**src/rtl/alarm_pkg.sv**
```systemverilog
// Shared types and helpers for the alarm-clock mode controller.
// Holds the controller state encoding, field limits and BCD conversion.
package alarm_pkg;

    typedef enum logic [2:0] {
        CLOCK  = 3'd0,
        SET_TH = 3'd1,
        SET_TM = 3'd2,
        SET_AH = 3'd3,
        SET_AM = 3'd4,
        RING   = 3'd5
    } mode_t;

    localparam int MAX_HOUR = 23;
    localparam int MAX_MIN  = 59;

    // Converts a two-digit BCD value (tens 0-5/0-2, units 0-9) to binary.
    function automatic logic [6:0] bcd_to_bin(input logic [2:0] tens, input logic [3:0] units);
        return ({4'd0, tens} * 7'd10) + {3'd0, units};
    endfunction

endpackage

```
**src/rtl/wrap_field.sv**
```systemverilog
// Loadable up/down modulo counter used for the edit hours and edit minutes.
// Priority: load, then increment, then decrement; wraps between 0 and MAX.
module wrap_field #(
    parameter int WIDTH = 6,
    parameter int MAX   = 59
) (
    input  logic             clk,
    input  logic             reset,
    input  logic             ld,
    input  logic [WIDTH-1:0] ld_value,
    input  logic             inc,
    input  logic             dec,
    output logic [WIDTH-1:0] value
);

    // NOTE: state registers use non-blocking assignments so every flop samples pre-edge values.
    always_ff @(posedge clk or negedge reset) begin
        if (!reset) begin
            value <= '0;
        end else if (ld) begin
            value <= ld_value;
        end else if (inc) begin
            value <= (value == WIDTH'(MAX)) ? '0 : value + WIDTH'(1);
        end else if (dec) begin
            value <= (value == '0) ? WIDTH'(MAX) : value - WIDTH'(1);
        end
    end

endmodule

```
**src/rtl/alarm_mode_controller.sv**
```systemverilog
// Mode/sequencing controller: time-set and alarm-set sequences, counter preload
// handshake and alarm ringing with a tick-based auto-silence timeout.
module alarm_mode_controller
    import alarm_pkg::*;
#(
    parameter int RING_SECS = 60
) (
    input  logic       clk,
    input  logic       reset,
    input  logic       tick,
    input  logic       btn_c,
    input  logic       btn_u,
    input  logic       btn_d,
    input  logic       btn_l,
    input  logic       btn_r,
    input  logic [3:0] cur_sec_units,
    input  logic [3:0] cur_min_units,
    input  logic [3:0] cur_hour_units,
    input  logic [2:0] cur_sec_tens,
    input  logic [2:0] cur_min_tens,
    input  logic [2:0] cur_hour_tens,
    output logic       counter_enable,
    output logic       load,
    output logic [5:0] time_minutes,
    output logic [4:0] time_hours,
    output logic [5:0] disp_minutes,
    output logic [4:0] disp_hours,
    output logic [2:0] mode,
    output logic       alarm_on,
    output logic       buzzer
);

    localparam int CW = (RING_SECS > 1) ? $clog2(RING_SECS) : 1;
    localparam logic [CW-1:0] RING_LAST = CW'(RING_SECS - 1);

    mode_t state, next_state;

    logic win_c, win_u, win_d, win_l, win_r, any_btn;
    logic [6:0] cur_h7, cur_m7;
    logic [4:0] alarm_h, edit_h;
    logic [5:0] alarm_m, edit_m;
    logic m, m_q, m_rise;
    logic [CW-1:0] ring_cnt;
    logic edit_ld, edit_from_time, h_inc, h_dec, m_inc, m_dec;
    logic commit_time, commit_alarm, toggle_arm, ring_clear, ring_inc;

    // Fixed priority c > u > d > l > r: only one button is ever acted on.
    assign win_c   = btn_c;
    assign win_u   = btn_u & ~btn_c;
    assign win_d   = btn_d & ~btn_c & ~btn_u;
    assign win_l   = btn_l & ~(btn_c | btn_u | btn_d);
    assign win_r   = btn_r & ~(btn_c | btn_u | btn_d | btn_l);
    assign any_btn = btn_c | btn_u | btn_d | btn_l | btn_r;

    assign cur_h7 = bcd_to_bin(cur_hour_tens, cur_hour_units);
    assign cur_m7 = bcd_to_bin(cur_min_tens, cur_min_units);

    assign m = alarm_on && (cur_h7 == {2'd0, alarm_h}) && (cur_m7 == {1'd0, alarm_m})
               && (cur_sec_tens == 3'd0) && (cur_sec_units == 4'd0);
    assign m_rise = m & ~m_q;

    wrap_field #(.WIDTH(5), .MAX(MAX_HOUR)) u_edit_hours (
        .clk      (clk),
        .reset    (reset),
        .ld       (edit_ld),
        .ld_value (edit_from_time ? cur_h7[4:0] : alarm_h),
        .inc      (h_inc),
        .dec      (h_dec),
        .value    (edit_h)
    );

    wrap_field #(.WIDTH(6), .MAX(MAX_MIN)) u_edit_minutes (
        .clk      (clk),
        .reset    (reset),
        .ld       (edit_ld),
        .ld_value (edit_from_time ? cur_m7[5:0] : alarm_m),
        .inc      (m_inc),
        .dec      (m_dec),
        .value    (edit_m)
    );

    always_ff @(posedge clk or negedge reset) begin
        if (!reset) state <= CLOCK;
        else        state <= next_state;
    end

    // NOTE: every always_comb output gets a default first so no path infers a latch.
    always_comb begin
        next_state     = state;
        edit_ld        = 1'b0;
        edit_from_time = 1'b0;
        h_inc          = 1'b0;
        h_dec          = 1'b0;
        m_inc          = 1'b0;
        m_dec          = 1'b0;
        commit_time    = 1'b0;
        commit_alarm   = 1'b0;
        toggle_arm     = 1'b0;
        ring_clear     = 1'b0;
        ring_inc       = 1'b0;
        case (state)
            CLOCK: begin
                if (m_rise) begin
                    next_state = RING;
                    ring_clear = 1'b1;
                end else if (win_c) begin
                    if (!load) begin
                        next_state     = SET_TH;
                        edit_ld        = 1'b1;
                        edit_from_time = 1'b1;
                    end
                end else if (win_d) begin
                    toggle_arm = 1'b1;
                end else if (win_r) begin
                    next_state = SET_AH;
                    edit_ld    = 1'b1;
                end
            end
            SET_TH, SET_AH: begin
                if (win_c) begin
                    next_state   = CLOCK;
                    commit_time  = (state == SET_TH);
                    commit_alarm = (state == SET_AH);
                end else if (win_u) begin
                    h_inc = 1'b1;
                end else if (win_d) begin
                    h_dec = 1'b1;
                end else if (win_l || win_r) begin
                    next_state = (state == SET_TH) ? SET_TM : SET_AM;
                end
            end
            SET_TM, SET_AM: begin
                if (win_c) begin
                    next_state   = CLOCK;
                    commit_time  = (state == SET_TM);
                    commit_alarm = (state == SET_AM);
                end else if (win_u) begin
                    m_inc = 1'b1;
                end else if (win_d) begin
                    m_dec = 1'b1;
                end else if (win_l || win_r) begin
                    next_state = (state == SET_TM) ? SET_TH : SET_AH;
                end
            end
            RING: begin
                if (any_btn) begin
                    next_state = CLOCK;
                end else if (tick) begin
                    if (ring_cnt == RING_LAST) next_state = CLOCK;
                    else                       ring_inc   = 1'b1;
                end
            end
            default: next_state = CLOCK;
        endcase
    end

    always_ff @(posedge clk or negedge reset) begin
        if (!reset) begin
            load         <= 1'b0;
            time_hours   <= '0;
            time_minutes <= '0;
            alarm_h      <= '0;
            alarm_m      <= '0;
            alarm_on     <= 1'b0;
            m_q          <= 1'b0;
            ring_cnt     <= '0;
        end else begin
            m_q <= m;
            // load holds through the first tick it sees so the counter chain can catch it.
            if (commit_time) begin
                time_hours   <= edit_h;
                time_minutes <= edit_m;
                load         <= 1'b1;
            end else if (load && tick) begin
                load <= 1'b0;
            end
            if (commit_alarm) begin
                alarm_h <= edit_h;
                alarm_m <= edit_m;
            end
            if (toggle_arm) alarm_on <= ~alarm_on;
            if (ring_clear)    ring_cnt <= '0;
            else if (ring_inc) ring_cnt <= ring_cnt + CW'(1);
        end
    end

    assign mode           = state;
    assign counter_enable = !((state == SET_TH) || (state == SET_TM));
    assign buzzer         = (state == RING);
    assign disp_hours     = (state inside {SET_TH, SET_TM, SET_AH, SET_AM}) ? edit_h : '0;
    assign disp_minutes   = (state inside {SET_TH, SET_TM, SET_AH, SET_AM}) ? edit_m : '0;

endmodule

```
**config.mk**
```make
export PLATFORM = sky130hd
export DESIGN_NAME = alarm_mode_controller
export DESIGN_NICKNAME = d
export VERILOG_FILES = /design/src/rtl/alarm_pkg.sv /design/src/rtl/wrap_field.sv /design/src/rtl/alarm_mode_controller.sv
export SDC_FILE = /design/constraint.sdc
export NUM_CORES = 1
export LEC_CHECK = 0
export ABC_AREA = 1
export CAP_MARGIN = 15
export CORE_MARGIN = 5
export CORE_UTILIZATION = 40
export DETAILED_ROUTE_END_ITERATION = 16
export PLACE_DENSITY_LB_ADDON = 0.1
export SYNTH_ARGS = -nofsm -noshare
export SYNTH_HDL_FRONTEND = slang
export SYNTH_SLANG_ARGS = --single-unit
```
**constraint.sdc**
```tcl
create_clock -name clk -period 1.86 [get_ports clk]
set_input_delay 0.372 -clock clk [delete_from_list [all_inputs] [get_ports clk]]
set_output_delay 0.372 -clock clk [all_outputs]
set_load 0.02 [all_outputs]
```
==> results of run 1 <==
## area by class of cell
| cell class | count | area, µm² |
|---|---|---|
| Fill cell | 750 | 3090 |
| Multi-Input combinational cell | 365 | 2460 |
| Timing Repair Buffer | 149 | 1430 |
| Sequential cell | 45 | 1130 |
| Inverter | 78 | 298 |
| Tap cell | 108 | 135 |
| Clock buffer | 7 | 96.3 |
| Clock inverter | 1 | 5.00 |
## kinds of logic (layout without fill, tap and decap cells)
kind of cell | Yosys count | in the layout | share of synthesized area, %
compound gates | 77 | 77 | 13.4
fa+ha+maj | 22 | 22 | 8.23
xor+xnor | 12 | 12 | 2.98
buf+inv | 90 | 235 | 10.1
simple gates | 254 | 254 | 33.3
flops | 45 | 45 | 31.9
## Yosys cell counts, drive strengths merged
| cell type | n | share of area, % |
|---|---|---|
| nand2 | 143 | 15 |
| inv | 77 | 8.2 |
| o21ai | 51 | 7.7 |
| dfrtp | 45 | 32 |
| nand3 | 44 | 7.9 |
| nor2 | 41 | 5.0 |
| ha | 20 | 7.1 |
| nand4 | 11 | 2.0 |
| xor2 | 11 | 2.7 |
| a21oi | 10 | 1.8 |
| clkbuf | 7 | 0.75 |
| nand3b | 6 | 1.3 |
| buf | 5 | 1.0 |
| nor3 | 4 | 0.71 |
| o22ai | 4 | 1.2 |
| a31oi | 3 | 0.53 |
| nor4 | 3 | 0.71 |
| a31o | 2 | 0.50 |
| fa | 2 | 1.1 |
| o211ai | 2 | 0.43 |
| or2 | 2 | 0.36 |
| a32o | 1 | 0.28 |
| a32oi | 1 | 0.25 |
| clkinv | 1 | 0.11 |
| o21a | 1 | 0.21 |
| o311a | 1 | 0.28 |
| o31ai | 1 | 0.21 |
| xnor2 | 1 | 0.25 |
## path summary, 6_finish.rpt
| check | endpoint | depth (start not counted) | start |
|---|---|---|---|
| max | u_edit_minutes.value[5] | 15 | cur_hour_units[3] |
| min | alarm_on | 2 | reset |
| max reg2reg | mode[2] | 14 | mode[1] |
| min reg2reg | time_hours[2] | 2 | time_hours[2] |
| max in group asynchronous | time_hours[0] | 2 | reset |
| min in group clk | time_hours[2] | 2 | time_hours[2] |
## power by group through the flow
stage	Combinational, mW	Sequential [mW]	Clock [mW]
floorplan	2.45	1.88	0
global placement	4.37	1.83	0
detailed placement	4.42	1.84	0
CTS	4.95	1.81	0.704
global route	6.26	1.95	0.745
finish	5.72	1.89	0.689
## state kept, by name, indices dropped and copies added, names as in the netlist
signal	count
alarm_m	6
ring_cnt	6
time_minutes	6
u_edit_minutes.value	6
alarm_h	5
time_hours	5
u_edit_hours.value	5
mode	3
alarm_on	1
load	1
m_q	1
## placed cells by master (no fill, tap or decap), drive strengths merged, types with 3 or more instances in the layout
cell type / instances
a21oi: 10
a31oi: 3
buf: 108
clkbuf: 10
clkdlybuf4s15: 3
clkdlybuf4s50: 30
dfrtp: 45
dlygate4sd2: 5
ha: 20
inv: 77
nand2: 143
nand3: 44
nand3b: 6
nand4: 11
nor2: 41
nor3: 4
nor4: 3
o21ai: 51
o22ai: 4
xor2: 11
## metal layers
metal / routed length, µm / vias up
met5: 0 / -
met4: 268 / 0
met3: 524 / 21
met2: 5460 / 86
met1: 4640 / 1747
li1: - / 1906
## critical path: stages
cell and delay, ns:
clkdlybuf4s50_1 0.57, ha_4 0.24, a21oi_2 0.13, nand2_1 0.08, nand2_1 0.10, nor3_1 0.06, nor2_2 0.20, nor2_4 0.07
nand3_4 0.13, nand2_4 0.09, nor2_4 0.18, buf_12 0.16, nand3_2 0.08, nand2_1 0.06, nand2_1 0.04
## through the flow
| stage | util [%] | hold WS [ns] |
|---|---|---|
| 2_1_floorplan | - | 0.0764 |
| 3_3_place_gp | 54.7 | 0.470 |
| 3_5_place_dp | 54.7 | 0.476 |
| 4_1_cts | 59.5 | 0.177 |
| 5_1_grt | 64.2 | 0.209 |
| 6_report | 64.2 | 0.146 |
## timing repair
item | 4_1_cts | 5_1_grt
setup buffers | 25 | 15
resized for setup | 132 | 101
pin swaps | 25 | 28
cloned | 1 | 2
endpoints found under the setup margin | 35 | 57
==> results_dict.tcl, run 1 <==
set metrics [dict create \
    ys_seq_area_share_pct 31.9 \
    synthCells 500 \
    violations "setup timing" \
    fin_crit_ns 2.36 \
    grt_pass1_vias 3770 \
    path_class "in -> reg" \
    final_cell_area_um2 5550 \
    drive_gt1_share_pct 35.7 \
    fp.dieArea_um2 10800 \
    place_area_um2 4720 \
    antenna_found_initial 0 \
    cell_internal_pwr_mw 4.47 \
    area_delta_synth_final_pct 57.3 \
    drt_pass1_iterations 4 \
    core_area_um2 8640 \
    power.density_nw_per_um2 1500 \
    use_met2_pct 35.0 \
    hpwl_mm 7.69 \
    cts_tree "done" \
    nets 695 \
    start_util_pct 40.8 \
    place_ws_ns -1.18 \
    cts_sinks 45 \
    fin_ws_ns -0.503 \
    cts-root-buf "clkbuf_8" \
    grt_use_total_pct 19.4 \
    status "complete, but fails checks" \
    setup_tns_ns -11.56 \
    ys_types 43 \
    viasPerCell 4.99 \
    arrival_ns 2.56 \
    grt_pass1_wl_mm 17.6 \
    dp_cells 713 \
    antennaDiodeCount 0 \
    setup_violations 34 \
    ys_seq_elements 45 \
    synth_fp_nets 551 \
    synth.avg_cell_area_um2 7.05 \
    ir_worst_vdd_mv 0.986 \
    grt_util_met3_pct 3.10 \
    min_path_type "in -> async" \
    r2r_slack_ns -0.16 \
    worst_slew_pin_slew_ns 0.601 \
    startpoint_type "input pin" \
    finalCritPeriodShare_pct 127 \
    clock_power_share_pct 8.3 \
    hold_viol_final 0 \
    clk_pin_slew_ns 0.10 \
    grt-busiest-layer "met2" \
    grt_remaining_overflow 0 \
    cp.required_ns 2.05 \
    drtIter0Drc 169 \
    p_switching_mw 3.83 \
    relSlewSlack_pct 60.0 \
    p_comb_share_pct 69.0 \
    h-tree-depth 2 \
    route.vias.total 3760 \
    final_cells 753 \
    p_leak_nw 2.75 \
    grt_util_met1_pct 23.5 \
    place.gp.congestion 0.883 \
    swShare_pct 46.2 \
    drcViolationCount 0 \
    clkLatencyLatePin_ns 0.31 \
    total_power_mw 8.30 \
    crit_path_max_fanout 7 \
    drt_wl_total_mm 10.9 \
    pwr-share-seq_pct 22.7 \
    ant_nets 0 \
    port_buffers 57 \
    max_clock_freq_mhz 423 \
    cts_buffer_depth 2 \
    numCtsBuffers 5 \
    syn_area_um2 3530 \
    grt_max_degree 46 \
    skew_ns 0.0160 \
    die_x_um 104 \
    rsz0062_at_grt "yes" \
    end_kind "flop" \
    drv_cap 0 \
    die_h_um 104 \
    ctsHoldBuffers 0 \
    ys_warn_count 0 \
    ios 58 \
    drv_slew 0 \
    rows 34 \
    wl_per_cell_um 14.5 \
]
Power figures use the tool's default switching activity.
==> run 2, diff against run 1 <==
clock period = 2.8 ns   (was 1.86 ns; I/O delays follow)
==> run 2 against run 1 <==
Compared with the run above:
- the flow now finishes without violations
- highest routed layer unchanged
- design area down 16%
- global-route usage down 2.5 points
- combinational power down 52%
- sequential share of layout area up 3.7 points
- power down 47%
- flip-flop and latch count unchanged
- via count down 7.3%
- sequential power down 35%
- critical path depth down 7
- critical path type is now reg -> out
- clock power down 42%
==> results_dict.tcl, run 2 (synthesis results as in run 1) <==
set metrics [dict create \
    slowest_delay_ns 0.60 \
    grt_max_degree 24 \
    core_area_um2 8640 \
    seq_area_um2 1130 \
    crit_top_cell "nand2_1" \
    nets 636 \
    clk_pin_slew_ns 0.09 \
    rows 34 \
    holdWs_ns 0.225 \
    final_common_cell "nand2_1" \
    drv_slew 0 \
    cts_tree "done" \
    setup_violations 0 \
    hold_viol_final 0 \
    status "complete, no violations" \
    dp_cells 676 \
    finalCritPeriodShare_pct 95.9 \
    arrival_ns 2.13 \
    area_delta_synth_final_pct 32.8 \
    final_cells 694 \
    start_util_pct 40.8 \
    path_cells "nor2_1 > nand2_1 > nand2_1 > nor2_4 > inv_2 > nand2_1 > inv_1 > clkdlybuf4s50_1" \
    crit_slowest_cell "clkdlybuf4s50_1" \
    fin_crit_ns 2.69 \
    grt_remaining_overflow 0 \
    die_h_um 104 \
    cp.required_ns 2.24 \
    numCtsBuffers 5 \
    antennaDiodeCount 0 \
    end_kind "output port" \
    h-tree-depth 2 \
    drt_pass1_iterations 5 \
    rsz0062_at_grt "no" \
    layout_common_cells "141 x nand2_1, 72 x inv_1, 47 x clkdlybuf4s50_1" \
    wl_per_cell_um 13.8 \
    multi_input_area_um2 2180 \
    p_leak_nw 2.34 \
    hpwl_mm 7.33 \
    drcViolationCount 0 \
    port_buffers 57 \
    grt_use_total_pct 17.0 \
    cts_buffer_depth 2 \
    power.density_nw_per_um2 941 \
    place.gp.congestion 0.877 \
    grt_pass1_wl_mm 15.4 \
    worst_slew_pin_slew_ns 0.639 \
    fillCellCount 846 \
    ir_worst_vdd_mv 0.555 \
    route.vias.total 3485 \
    drt_wl_total_mm 9.55 \
    die_x_um 104 \
    antenna_found_initial 0 \
    skew_ns 0.00497 \
    drive_gt1_share_pct 16.4 \
    post-route-util_pct 54.2 \
    viasPerCell 5.02 \
    clkLatencyLatePin_ns 0.30 \
    path_class "reg -> out" \
    min_path_type "in -> async" \
    drtIter0Drc 116 \
    grt_pass1_vias 3331 \
    startpoint_type "flop" \
    relSlewSlack_pct 57.3 \
    ctsHoldBuffers 0 \
    ant_nets 0 \
    ios 58 \
    cts-root-buf "clkbuf_8" \
    drv_cap 0 \
    max_clock_freq_mhz 372 \
    cts_sinks 45 \
    total_power_mw 4.41 \
    fp.dieArea_um2 10800 \
    crit_path_max_fanout 6 \
]
==> run 2: changes by cell type in the layout (fill, tap and decap cells not counted), moves of 5 or more <==
cell / previous run / this run
nand2_2: 8 / 1
nand2_1: 119 / 141
inv_2: 22 / 5
dlymetal6s2s_1: 0 / 8
inv_1: 53 / 72
buf_6: 28 / 2
buf_4: 71 / 27
nand2_4: 16 / 1
dlygate4sd2_1: 5 / 0
o21ai_0: 35 / 40
nand3_1: 26 / 34
clkdlybuf4s50_1: 30 / 47
==> run 2: critical path: cells and delay by family, from the launching register on <==
family / cells / cell delay, ns
AND/OR/NAND/NOR: 5 / 0.56
buffers and inverters: 3 / 0.82
flip-flops: 1 / 0.44
==> run 2: metal layers <==
| metal | global-route usage, % | vias to the layer above | routed length (µm) |
|---|---|---|---|
| li1 | - | 1790 | - |
| met3 | 2.92 | 11 | 387 |
| met1 | 21.5 | 1617 | 4300 |
| met5 | 0 | - | 0 |
| met2 | 29.3 | 67 | 4730 |
| met4 | 5.27 | 0 | 129 |
==> run 2: path summary, 6_finish.rpt <==
| kind | depth (start not counted) | slack, ns | end | startpoint |
|---|---|---|---|---|
| worst max register to register | 11 | 0.71 | mode[2] | mode[1] |
| worst max-delay path | 8 | 0.11 | disp_minutes[5] | mode[1] |
| max in group asynchronous | 2 | 1.86 | alarm_m[2] | reset |
| worst min-delay path | 1 | 0.23 | ring_cnt[3] | reset |
| min in group clk | 2 | 0.49 | time_hours[2] | time_hours[2] |
| worst min register to register | 2 | 0.49 | time_hours[2] | time_hours[2] |
==> run 2: area by class of cell <==
type	count	share of cell area, %
repair buffers	88	18.2
flip-flops and latches	45	24.0
well taps	108	2.89
clock inverters	3	0.374
clock buffers	5	1.47
multi-input cells	366	46.6
repair inverters	1	0.160
inverters	78	6.25
==> run 2: repair_timing <==
item                       in CTS  in global routing
cloned                          0                  3
setup endpoints to repair      14                 25
buffers inserted                4                  3
hold endpoints to repair        0                  0
resized for setup               7                 31
pin swaps                       5                 14
==> run 2: power by group <==
group          leakage (nW)  internal, mW  switching (mW)
Sequential            0.557         0.919           0.314
Combinational          1.74          1.17            1.60
Clock                0.0439         0.173           0.231
==> run 2: through the flow <==
stage | TNS, ns | setup WS (ns) | area, µm²
2_1_floorplan | 0 | 0.275 | 3530
3_3_place_gp | -4.37 | -0.278 | 4350
3_5_place_dp | -4.88 | -0.312 | 4350
4_1_cts | -0.000421 | -0.000421 | 4470
5_1_grt | 0 | 0.00747 | 4680
6_report | 0 | 0.114 | 4680
